==> src/rtl/wave_capture_ctrl.sv <==
// Oscilloscope-style capture sequencer for the OLED waveform buffer: decimates mic
// samples, runs rolling or single-shot triggered capture, and serves chronological reads.
module wave_capture_ctrl #(
  parameter int DEPTH    = 96,
  parameter int SAMPLE_W = 12,
  parameter int DIV_W    = 16,
  parameter int PRE_TRIG = 48
) (
  input  logic                i_clk,
  input  logic                i_rst_n,
  input  logic                i_sample_tick,
  input  logic [SAMPLE_W-1:0] i_mic_in,
  input  logic [DIV_W-1:0]    i_div,
  input  logic                i_freeze,
  input  logic                i_trig_en,
  input  logic                i_arm,
  input  logic [SAMPLE_W-1:0] i_trig_level,
  input  logic [6:0]          i_rd_x,
  output logic [SAMPLE_W-1:0] o_rd_data,
  output logic [2:0]          o_state,
  output logic                o_frame_done
);

  localparam int PTR_W    = $clog2(DEPTH);
  localparam int CNT_W    = $clog2(DEPTH + 1);
  localparam int POST_LEN = DEPTH - PRE_TRIG;

  typedef enum logic [2:0] {
    ROLL      = 3'd0,
    FILL_PRE  = 3'd1,
    WAIT_TRIG = 3'd2,
    POST      = 3'd3,
    HOLD      = 3'd4
  } state_t;

  state_t               r_state;
  state_t               w_state_next;
  logic [CNT_W-1:0]     r_seg_cnt;
  logic [CNT_W-1:0]     w_seg_next;
  logic [CNT_W-1:0]     w_seg_inc;
  logic [DIV_W-1:0]     r_div_cnt;
  logic [PTR_W-1:0]     r_wr_ptr;
  logic [CNT_W-1:0]     r_fill_cnt;
  logic [SAMPLE_W-1:0]  r_prev;
  logic [SAMPLE_W-1:0]  r_mem [DEPTH];
  logic [SAMPLE_W-1:0]  r_rd_data;
  logic                 r_frame_done;
  logic                 w_enter_hold;
  logic                 w_take;
  logic                 w_wr;
  logic                 w_cross;
  logic [PTR_W:0]       w_sum;
  logic [PTR_W-1:0]     w_rd_idx;
  logic                 w_rd_valid;

  // The decimator keeps counting in HOLD; only the buffer write is suppressed there.
  assign w_take    = i_sample_tick && !i_freeze && (r_div_cnt == '0);
  assign w_wr      = w_take && (r_state != HOLD);
  assign w_cross   = (r_prev < i_trig_level) && (i_mic_in >= i_trig_level);
  assign w_seg_inc = r_seg_cnt + CNT_W'(1);

  always_ff @(posedge i_clk or negedge i_rst_n) begin
    if (!i_rst_n) begin
      r_div_cnt <= '0;
    end else if (i_sample_tick && !i_freeze) begin
      r_div_cnt <= (r_div_cnt == '0) ? i_div : r_div_cnt - DIV_W'(1);
    end
  end

  always_ff @(posedge i_clk or negedge i_rst_n) begin
    if (!i_rst_n) begin
      r_wr_ptr   <= '0;
      r_fill_cnt <= '0;
      r_prev     <= '0;
    end else if (w_wr) begin
      r_wr_ptr <= (r_wr_ptr == PTR_W'(DEPTH - 1)) ? '0 : r_wr_ptr + PTR_W'(1);
      if (r_fill_cnt != CNT_W'(DEPTH)) begin
        r_fill_cnt <= r_fill_cnt + CNT_W'(1);
      end
      r_prev <= i_mic_in;
    end
  end

  always_ff @(posedge i_clk) begin
    if (w_wr) begin
      r_mem[r_wr_ptr] <= i_mic_in;
    end
  end

  // Column 0 maps to the oldest entry, which is the slot the next write will overwrite.
  assign w_sum      = (PTR_W+1)'(r_wr_ptr) + (PTR_W+1)'(i_rd_x);
  assign w_rd_idx   = (w_sum >= (PTR_W+1)'(DEPTH)) ? PTR_W'(w_sum - (PTR_W+1)'(DEPTH))
                                                   : PTR_W'(w_sum);
  assign w_rd_valid = (int'(i_rd_x) < DEPTH) && (int'(i_rd_x) >= DEPTH - int'(r_fill_cnt));

  always_ff @(posedge i_clk or negedge i_rst_n) begin
    if (!i_rst_n) begin
      r_rd_data <= '0;
    end else begin
      r_rd_data <= w_rd_valid ? r_mem[w_rd_idx] : '0;
    end
  end

  always_ff @(posedge i_clk or negedge i_rst_n) begin
    if (!i_rst_n) begin
      r_state      <= ROLL;
      r_seg_cnt    <= '0;
      r_frame_done <= 1'b0;
    end else begin
      r_state      <= w_state_next;
      r_seg_cnt    <= w_seg_next;
      r_frame_done <= w_enter_hold;
    end
  end

  always_comb begin
    w_state_next = r_state;
    w_seg_next   = r_seg_cnt;
    w_enter_hold = 1'b0;
    if (!i_trig_en) begin
      w_state_next = ROLL;
    end else if (r_state == ROLL || i_arm) begin
      w_state_next = FILL_PRE;
      w_seg_next   = '0;
    end else begin
      case (r_state)
        FILL_PRE: begin
          if (w_wr) begin
            w_seg_next = w_seg_inc;
            if (w_seg_inc == CNT_W'(PRE_TRIG)) begin
              w_state_next = WAIT_TRIG;
            end
          end
        end
        WAIT_TRIG: begin
          if (w_wr && w_cross) begin
            w_seg_next   = CNT_W'(1);
            w_state_next = (POST_LEN == 1) ? HOLD : POST;
            w_enter_hold = (POST_LEN == 1);
          end
        end
        POST: begin
          if (w_wr) begin
            w_seg_next = w_seg_inc;
            if (w_seg_inc == CNT_W'(POST_LEN)) begin
              w_state_next = HOLD;
              w_enter_hold = 1'b1;
            end
          end
        end
        HOLD: begin
        end
        default: begin
          w_state_next = ROLL;
        end
      endcase
    end
  end

  assign o_rd_data    = r_rd_data;
  assign o_state      = r_state;
  assign o_frame_done = r_frame_done;

endmodule

==> config.mk <==
export PLATFORM = sky130hd
export DESIGN_NAME = wave_capture_ctrl
export DESIGN_NICKNAME = d
export VERILOG_FILES = /design/src/rtl/wave_capture_ctrl.sv
export SDC_FILE = /design/constraint.sdc
export NUM_CORES = 1
export LEC_CHECK = 0
export ABC_AREA = 1
export BUFFER_PORTS_ARGS = -buffer_cell sky130_fd_sc_hd__buf_2
export CORE_MARGIN = 2
export CORE_UTILIZATION = 25
export CTS_BUF_LIST = sky130_fd_sc_hd__clkbuf_4
export DETAILED_ROUTE_END_ITERATION = 8
export MAX_ROUTING_LAYER = met4
export SLEW_MARGIN = 20
export SYNTH_ARGS = -nofsm -noshare
export SYNTH_HDL_FRONTEND = slang
export SYNTH_SLANG_ARGS = --single-unit
==> constraint.sdc <==
create_clock -name i_clk -period 2.65 [get_ports i_clk]
set_input_delay 0.53 -clock i_clk [delete_from_list [all_inputs] [get_ports i_clk]]
set_output_delay 0.53 -clock i_clk [all_outputs]
set_load 0.01 [all_outputs]
# --- Yosys cells after proc, flatten, opt, wreduce, memory -nomap -nowiden ---
# Memory sizes are Yosys's and may differ from the RTL's.
# Cells that the tools add are included.
word_totals:
  input_bits: 53
  wordCells: 75
  n_memories: 1
  ramBits: 1152
  reg_bits: 65
  out_inout_bits: 16
memory_table:
  columns: ["memory", "depth", "word_bits", "read_ports", "rd_ports_with_merged_regs", "wr", "line", "source"]
  rows:
  - ["r_mem", 96, 12, 1, 0, 1, "45", "logic [SAMPLE_W-1:0] r_mem [DEPTH];"]
classes:
  reduce_logical: 15
  mux: 23
  eq_ne: 16
  order_cmp: 5
  addsub: 7
op_table:
  columns: ["op", "count"]
  rows:
  - ["$mux 7", 5]
  - ["$add 7x1->7 const B", 3]
  - ["$mux 3", 7]
  - ["$ne 4x4->1 const B", 5]
  - ["$logic_not 16->1", 1]
  - ["$mux 16", 1]
  - ["$sub 16x1->16 const B", 1]
  - ["$pmux 7 s2", 1]
  - ["$ge 12x12->1", 1]
  - ["$lt 12x12->1", 1]
  - ["$mux 12", 1]
  - ["$pmux 3 s4", 1]
  - ["$ne 3x3->1 const B", 3]
  - ["$add 7x7->8", 1]
  - ["$ge 8x7->1 const B", 1]
  - ["$ge 8x8->1", 1]
  - ["$sub 7x7->8 const A", 1]
  - ["$eq 7x6->1 const B", 1]
  - ["$eq 7x7->1 const B", 1]
  - ["$lt 7x7->1 const B", 1]
  - ["$mux 1", 7]
  - ["$ne 7x7->1 const B", 1]
  - ["$sub 7x7->7 const B", 1]
  - ["$eq 3x2->1 const B", 2]
  - ["12 further kinds", 17]

# --- Longest topological paths before layout ---
# Gate-level depths: netlist (run 1).
depth:
  ltp_word: 9
  ltp_mapped: 17
  depth_no_buf: 15

# --- Least setup slack after synthesis (run 1) ---
# OpenSTA, ideal clock, no wires.
synth_timing:
  kind: "register to register"
  from: "reg r_div_cnt[0]"
  to: "mem r_mem[31][0] (enable)"
  setup_time_ns: 0.396
  arrival_ns: 2.363
  synth_period_minus_slack_ns: 2.759
  required_ns: 2.254
  slack_ns: -0.109
  path_stages_with_launch: 11
  path_buffers: 0
  cell_sequence: "dfrtp_1 > inv_1 > ha_1 > nand3_1 > nor2_1 > nand2_2 > nor3_2 > inv_2 > nor3_1 > nand2_1 > nor3_1"
synth_via:
  elab_chain_len: 5
synth_rtl:
  columns: ["item", "line", "source"]
  rows:
  - ["from (decl)", "41", "logic [DIV_W-1:0] r_div_cnt;"]
  - ["from (signal assigned)", "66", "r_div_cnt <= (r_div_cnt == '0) ? i_div : r_div_cnt - DIV_W'(1);"]
  - ["$logic_not 16->1", "57", "assign w_take = i_sample_tick && !i_freeze && (r_div_cnt == '0);"]
  - ["$logic_and 1x1->1", "57", null]
  - ["$logic_and 1x1->1", "58", "assign w_wr = w_take && (r_state != HOLD);"]
  - ["$mux 1", "85", "if (w_wr) begin"]
  - ["$mux 1 (not written as such)", "86", "r_mem[r_wr_ptr] <= i_mic_in;"]
  - ["to (decl)", "45", null]
# Every way passes these cells.

# --- Worst setup path after layout (run 1) ---
layout_timing:
  from: "reg r_wr_ptr[0]"
  to: "reg r_rd_data[1] (netlist: o_rd_data[1])"
layout_via:
  elab_chain_len: 5
  word_cells_on_any_way: 6
  classes_between: "2 x add/sub; 1 x order compare; 2 x mux; 1 x memory"
layout_rtl:
  columns: ["item", "line", "source"]
  rows:
  - ["from (decl)", "42", "logic [PTR_W-1:0] r_wr_ptr;"]
  - ["from (signal assigned)", "76", "r_wr_ptr <= (r_wr_ptr == PTR_W'(DEPTH - 1)) ? '0 : r_wr_ptr + PTR_W'(1);"]
  - ["$add 7x7->8 (*)", "91", "assign w_sum = (PTR_W+1)'(r_wr_ptr) + (PTR_W+1)'(i_rd_x);"]
  - ["$sub 7x7->7 or $ge 8x7->1 (tied branches)", "92", "assign w_rd_idx = (w_sum >= (PTR_W+1)'(DEPTH)) ? PTR_W'(w_sum - (PTR_W+1)'(DEPTH))"]
  - ["$mux 7 (*)", "92", null]
  - ["$mem_v2 96x12 (*)", null, null]
  - ["$mux 12 (*)", "100", "r_rd_data <= w_rd_valid ? r_mem[w_rd_idx] : '0;"]
  - ["to (signal assigned)", "100", null]
  - ["to (decl)", "46", "logic [SAMPLE_W-1:0] r_rd_data;"]
# Every way passes the cells marked *; elsewhere a longest branch is shown, timed or not.
# A chain may end at the register's enable or synchronous reset.

==> results of run 1 <==
## what timing repair did
| action | 4_1_cts | 5_1_grt |
|---|---|---|
| hold buffers | 58 | 0 |
| pin swaps | 4 | 33 |
| endpoints found under the setup margin | 103 | 1056 |
| setup buffers | 7 | 15 |
| resized for setup | 48 | 133 |
| endpoints found under the hold margin | 812 | 0 |
| cloned | 4 | 12 |
## per-layer routing
layer	vias up	track usage
li1	17500	-
met1	18200	0.187
met2	1673	0.235
met3	278	0.0332
met4	0	0.0578
met5	-	-
## cell usage in the layout (no fill, tap or decap), drive strengths merged
cell,instances
a22oi,1
xor2,18
dlygate4sd3,57
diode,9
o21bai,1
clkinv,63
o22ai,10
nand2,1606
o221ai,1
nor3,13
ha,43
o21ai,70
nand3,941
inv,123
buf,466
nand3b,2
edfxtp,1152
mux2,3
nand4,11
bufinv,3
a32oi,1
a21oi,40
o211ai,23
a21o,1
clkinvlp,1
fa,1
nor2,218
dfrtp,65
a31oi,3
clkbuf,490
xnor2,3
a211oi,1
bufbuf,2
## tightest hold or removal path: stages
cell and delay, ns:
buf_4 0.18, buf_4 0.22, buf_12 0.17
## final cells by class
type,count,area (sq um)
fillers,20500,139000
multi-input cells,3011,14100
flip-flops and latches,1217,36200
inverters,118,458
clock inverters,71,367
clock buffers,480,3600
repair buffers,535,5710
repair inverters,1,8.76
diodes,9,22.5
well taps,2672,3340
## report_power, final
group	leakage, nW	total, mW	internal [mW]	switching (mW)
combinational	10.6	7.24	2.61	4.63
sequential	11.2	21.2	21.1	0.104
clock	2.40	16.2	8.54	7.65
total	24.2	44.7	32.3	12.4
## registers in the layout (all words and copies together) (netlist names)
register	flops
r_fill_cnt	7
o_rd_data	12
r_mem	1152
o_state	3
r_prev	12
r_wr_ptr	7
o_frame_done	1
r_div_cnt	16
r_seg_cnt	7
## worst min path at each step
stage                               to  depth (start not counted)  slack, ns
after global placement       r_prev[8]                          2       0.46
after CTS                    r_prev[7]                          5      0.002
after floorplan           o_frame_done                          0       0.23
after detailed placement     r_prev[9]                          2       0.47
after global routing      r_mem[62][7]                          3      0.005
final                      r_mem[5][5]                          3       0.10
## kinds of logic after synthesis
kind of cell / share of synthesized area
and+or+nand+nor: 0.229
DFF: 0.708
buffers and inverters: 0.0297
AOI/OAI and AO/OA: 0.0167
adders and majority gates: 0.0109
xor gates and xnor gates: 0.00418
muxes: 0.000661
==> metrics.md, run 1 <==
| Metric | Value |
|---|---|
| Met2 routed WL | 74100 microns |
| Routed Antenna Nets | 0 |
| Initial core utilization | 0.252 |
| Nets | 5318 |
| H-Tree Depth | 5 |
| Failing checks | negative setup slack |
| Slowest cell on crit path | fa_4 |
| Primary FF master, synth | edfxtp_1 |
| Place WS | -0.862 ns |
| Outcome | finished, violations left |
| Largest delay share family, worst path | adder cells |
| Fin util | 0.315 |
| Startpoint Class | flip-flop |
| Avg WL per Cell | 19.2 microns |
| Critical Path End | o_rd_data[1] |
| Pre-Repair DR Iteration Count | 6 |
| Design Power | 44.7 mW |
| Synth Warn # | 0 |
| DRT iter0 DRCs | 3730 |
| Clock root buffer | clkbuf_4 |
| TritonCTS Sinks | 1217 |
| PortBufs | 68 |
| Count leader, synth | nand2_1 |
| Final period util | 1.20 |
| Largest net degree at the start of global routing | 99 |
| CP Data Required Time | 3.81 ns |
| Slowest cell delay on critical path | 0.85 ns |
| Max-slew violations | 0 |
| Layout cells sized above 1 | 0.207 |
| Syn Nets | 4708 |
| Arrival time worst endpoint | 4.34 ns |
| RR Endpoint | o_rd_data[1] |
| Critical path type | reg -> reg |
| RSZ-0062 raised after global routing | true |
| Pleak | 24.2 nW |
| CP Capture Type | flip-flop |
| Final clock skew | 0.131 ns |
| Die X-Extent | 456 microns |
| Clk_lat worst skew | 1.28 ns |
| Min-delay src | i_mic_in[5] |
| EDFF count, synth | 1152 |
| Gr usage total | 0.149 |
| Clock Path Buffers | 4 |
| Clock transition at path regs | 0.07 ns |
| Syn Area/Cell | 11.1 sq um |
| Synth-to-Final Area Change | 24.9% |
| Max Cap Viol | 0 |
| Core region area | 203000 sq um |
| Via density per instance | 4.63 |
| Post-Place Cells | 7459 |
| Max layer used | met4 |
| Mapped Area | 51100 sq um |
| Worst path cell trace | ha_4 > fa_4 > buf_12 > buf_12 > inv_6 > buf_12 > nand3_1 > nand3_1 > nand3_1 > o211ai_1 > buf_4 > a21oi_2 > nor2_1 > nor2_1 |
| First-pass GRT wire length | 230000 microns |
| Die Span Y | 456 microns |
| Worst-Margin Slew | 0.629 ns |
| Setup Viol. Count Final | 12 |
| Relative slew slack | 0.581 |
| CTS Buf Count | 337 |
| Worst Setup SP | r_wr_ptr[0] |
| FP Rows | 165 |
| Yosys top cell area share | 0.677 |
| FF-to-FF Start | r_wr_ptr[0] |
| WHS | 0.102 ns |
| Via count | 37600 |
| Number of synthesized register bits | 1217 |
| Tmin final | 3.18 ns |
| Critical path depth | 14 |
| Routed wire length | 156000 microns |
| Final setup TNS | -5.73 ns |
| Min-Delay Path Class | in -> reg |
| Reg2Reg Depth | 14 |
| Post-synthesis sequential area ratio | 0.708 |
| WP buf/inv | 5 |
| Most instantiated cells after synthesis | nand2_1 (1605), edfxtp_1 (1152), nand3_1 (940) |
| Cell area after layout | 63900 sq um |
| Total gr overflow | 0 |
| VDD IR-drop max | 0.506 mV |
| Power density cells | 699 nW/um^2 |
| Final hold viol count | 0 |
| Cell Area, Placed | 57900 sq um |
| Metal-1 WL | 63700 microns |
| Wire length on met3 | 13000 microns |
| I/O pin cnt | 69 |
| Max Freq | 315 MHz |
| Die area | 208000 sq um |
| Synth Instances | 4611 |
| Placer Congestion | 0.869 |
| Dpl hpwl | 95300 microns |
| Reg2Reg Setup Slack | -0.53 ns |
| Synth cell types | 37 |
| Post-synth ARST share | 0.0534 |
| CTS tree | yes |
| CP Max Fanout | 10 |
| Fin cells | 8114 |
| Initial antenna violation count | 7 |
| Drt drc | 0 |
| Yosys top cell by area | edfxtp_1 |
| Top cells by area, synth | edfxtp_1 (68%), nand2_1 (12%), nand3_1 (9.2%) |
| Worst setup margin | -0.527 ns |
| Vias in the first global route | 37000 |
(Power assumes the default switching activity.)
==> run 2, diff against run 1 <==
- clock period: 2.65 -> 3 ns (I/O delays scaled with it)
==> run 2 against run 1 <==
Die area unchanged; sequential share of layout area increased by 0.42 points; final cell count decreased by 0.81%; the flow still finishes with violations (negative setup slack); clock power decreased by 12%; power decreased by 11%; largest power group unchanged; critical path type unchanged.
==> metrics.md, run 2 (synthesis gave the netlist of run 1 again) <==
| Metric | Value |
|---|---|
| Layout cells sized above 1 | 0.207 (about the same) |
| DRT iter0 DRCs | 4233 (was 3730) |
| Most frequent cells in the layout | nand2_1 (1581), edfxtp_1 (1152), nand3_1 (814) (was nand2_1 (1586), edfxtp_1 (1152), nand3_1 (870)) |
| TritonCTS Sinks | 1217 (unchanged) |
| CP Max Fanout | 8 (was 10) |
| Drt drc | 0 (unchanged) |
| Worst-Margin Slew | 0.830 ns (was 0.629 ns) |
| Most common cell after layout, fill and taps aside | nand2_1 (unchanged) |
| Pre-Repair DR Iteration Count | 6 (unchanged) |
| H-Tree Depth | 5 (unchanged) |
| Core region area | 203000 sq um (unchanged) |
| Final clock skew | 0.124 ns (was 0.131 ns) |
| Die Span Y | 456 microns (unchanged) |
| RSZ-0062 raised after global routing | true (unchanged) |
| Dpl hpwl | 94400 microns (was 95300 microns) |
| Clk_lat worst skew | 1.29 ns (was 1.28 ns) |
| Power density cells | 624 nW/um^2 (was 699 nW/um^2) |
| Final setup TNS | -1.01 ns (was -5.73 ns) |
| Critical path type | reg -> reg (unchanged) |
| Cell Area, Placed | 56900 sq um (was 57900 sq um) |
| Setup Viol. Count Final | 12 (unchanged) |
| VDD IR-drop max | 0.443 mV (was 0.506 mV) |
| PortBufs | 68 (unchanged) |
| Startpoint Class | flip-flop (unchanged) |
| CTS tree | yes (unchanged) |
| Tmin final | 3.12 ns (was 3.18 ns) |
| Net Sw Frac | 0.280 (was 0.277) |
| Post-Place Cells | 7370 (was 7459) |
| Initial antenna violation count | 15 (was 7) |
| Cell area after layout | 63400 sq um (was 63900 sq um) |
| Avg WL per Cell | 19.9 microns (was 19.2 microns) |
| Max reg flops | 1152 (unchanged) |
| WHS | 0.215 ns (was 0.102 ns) |
| CP Data Required Time | 4.18 ns (was 3.81 ns) |
| Fin cells | 8048 (was 8114) |
| Worst setup margin | -0.121 ns (was -0.527 ns) |
| Max-slew violations | 0 (unchanged) |
| Min-Delay Path Class | in -> reg (unchanged) |
| Clock root buffer | clkbuf_4 (unchanged) |
| Via density per instance | 4.67 (was 4.63) |
| Routed Antenna Nets | 0 (unchanged) |
| First-pass GRT wire length | 234000 microns (was 230000 microns) |
| Nets | 5240 (was 5318) |
| Final period util | 1.04 (was 1.20) |
| Die X-Extent | 456 microns (unchanged) |
| Relative slew slack | 0.447 (was 0.581) |
| Clock Path Buffers | 4 (unchanged) |
| Psw | 11.1 mW (was 12.4 mW) |
| Largest Register | r_mem (unchanged) |
| Arrival time worst endpoint | 4.30 ns (was 4.34 ns) |
| Fin util | 0.313 (was 0.315) |
| Int Pwr | 28.5 mW (was 32.3 mW) |
| Clock power share | 0.362 (was 0.363) |
| Clock transition at path regs | 0.07 ns (about the same) |
| Pleak | 23.9 nW (was 24.2 nW) |
| Final hold viol count | 0 (unchanged) |
| Failing checks | negative setup slack (unchanged) |
| Die area | 208000 sq um (unchanged) |
| Placer Congestion | 0.866 (was 0.869) |
| Gr usage total | 0.152 (was 0.149) |
| CP Capture Type | flip-flop (unchanged) |
| Top Registers | r_mem (1152), r_div_cnt (16) (unchanged) |
| Total gr overflow | 0 (unchanged) |
| Max Freq | 320 MHz (was 315 MHz) |
| Largest net degree at the start of global routing | 99 (unchanged) |
| Max Cap Viol | 0 (unchanged) |
| CTS Buf Count | 333 (was 337) |
| Outcome | finished, violations left (unchanged) |
| FP Rows | 165 (unchanged) |
| Vias in the first global route | 36500 (was 37000) |
| I/O pin cnt | 69 (unchanged) |
| Synth-to-Final Area Change | 24.0% (was 24.9%) |
| Sequential share of power | 0.475 (about the same) |
| Combinational share of power | 0.163 (was 0.162) |
| Routed wire length | 160000 microns (was 156000 microns) |
| Via count | 37600 (about the same) |
| Initial core utilization | 0.252 (unchanged) |
==> run 2: critical path: stages, from the launching register on <==
cell	delay, ns
dfrtp_2	0.47
ha_4	0.19
fa_4	0.76
buf_12	0.17
buf_16	0.17
buf_16	0.15
nand3_2	0.09
nand3_2	0.11
nand2_2	0.06
o211ai_1	0.51
a21oi_2	0.15
nor2_1	0.14
nor2_1	0.05
==> run 2: cell type report <==
class	instances	area, sq um
multi-input combinational	3011	14400
timing repair buffer	462	4960
clock buffer	495	3720
tap	2672	3340
fill	20500	139000
inverter	118	477
antenna	10	25.0
clock inverter	63	278
sequential	1217	36200
==> run 2: path summary, 6_finish.rpt <==
path,to,cells after the start,slack [ns],startpoint
setup / recovery,o_rd_data[0],12,-0.12,r_wr_ptr[0]
min in group asynchronous,r_wr_ptr[6],3,0.42,i_rst_n
hold / removal,o_state[0],4,0.21,i_trig_en
hold reg to reg,r_prev[5],2,0.48,r_prev[5]
max in group asynchronous,r_wr_ptr[0],4,1.91,i_rst_n
setup reg to reg,o_rd_data[0],12,-0.12,r_wr_ptr[0]
==> run 2: routing by layer <==
metal	up-vias	track usage	share of wire
li1	17300	-	-
met1	18300	0.191	0.40
met2	1703	0.243	0.48
met3	266	0.0299	0.082
met4	0	0.0571	0.033
met5	-	-	0
==> run 2: through the flow <==
stage,power [mW],setup WS (ns)
floorplan,22.0,0.229
global placement,24.5,-0.641
detailed placement,24.5,-0.646
CTS,39.5,-0.176
global route,41.2,-0.158
finish,39.6,-0.121
==> run 2: power by group through the flow <==
stage	Combinational (mW)	Clock [mW]	Sequential (mW)
3_3_place_gp	5.38	0	19.1
6_report	6.46	14.3	18.8
2_1_floorplan	2.88	0	19.1
4_1_cts	6.09	14.6	18.8
3_5_place_dp	5.39	0	19.1
5_1_grt	6.93	15.5	18.8
==> run 2: repair_timing <==
| action | CTS | global route |
|---|---|---|
| setup endpoints to repair | 12 | 548 |
| cloned | 12 | 7 |
| hold endpoints to repair | 615 | 0 |
| buffers inserted | 22 | 6 |
| pin swaps | 41 | 70 |
| hold buffers | 65 | 0 |
| gates resized for setup | 106 | 138 |
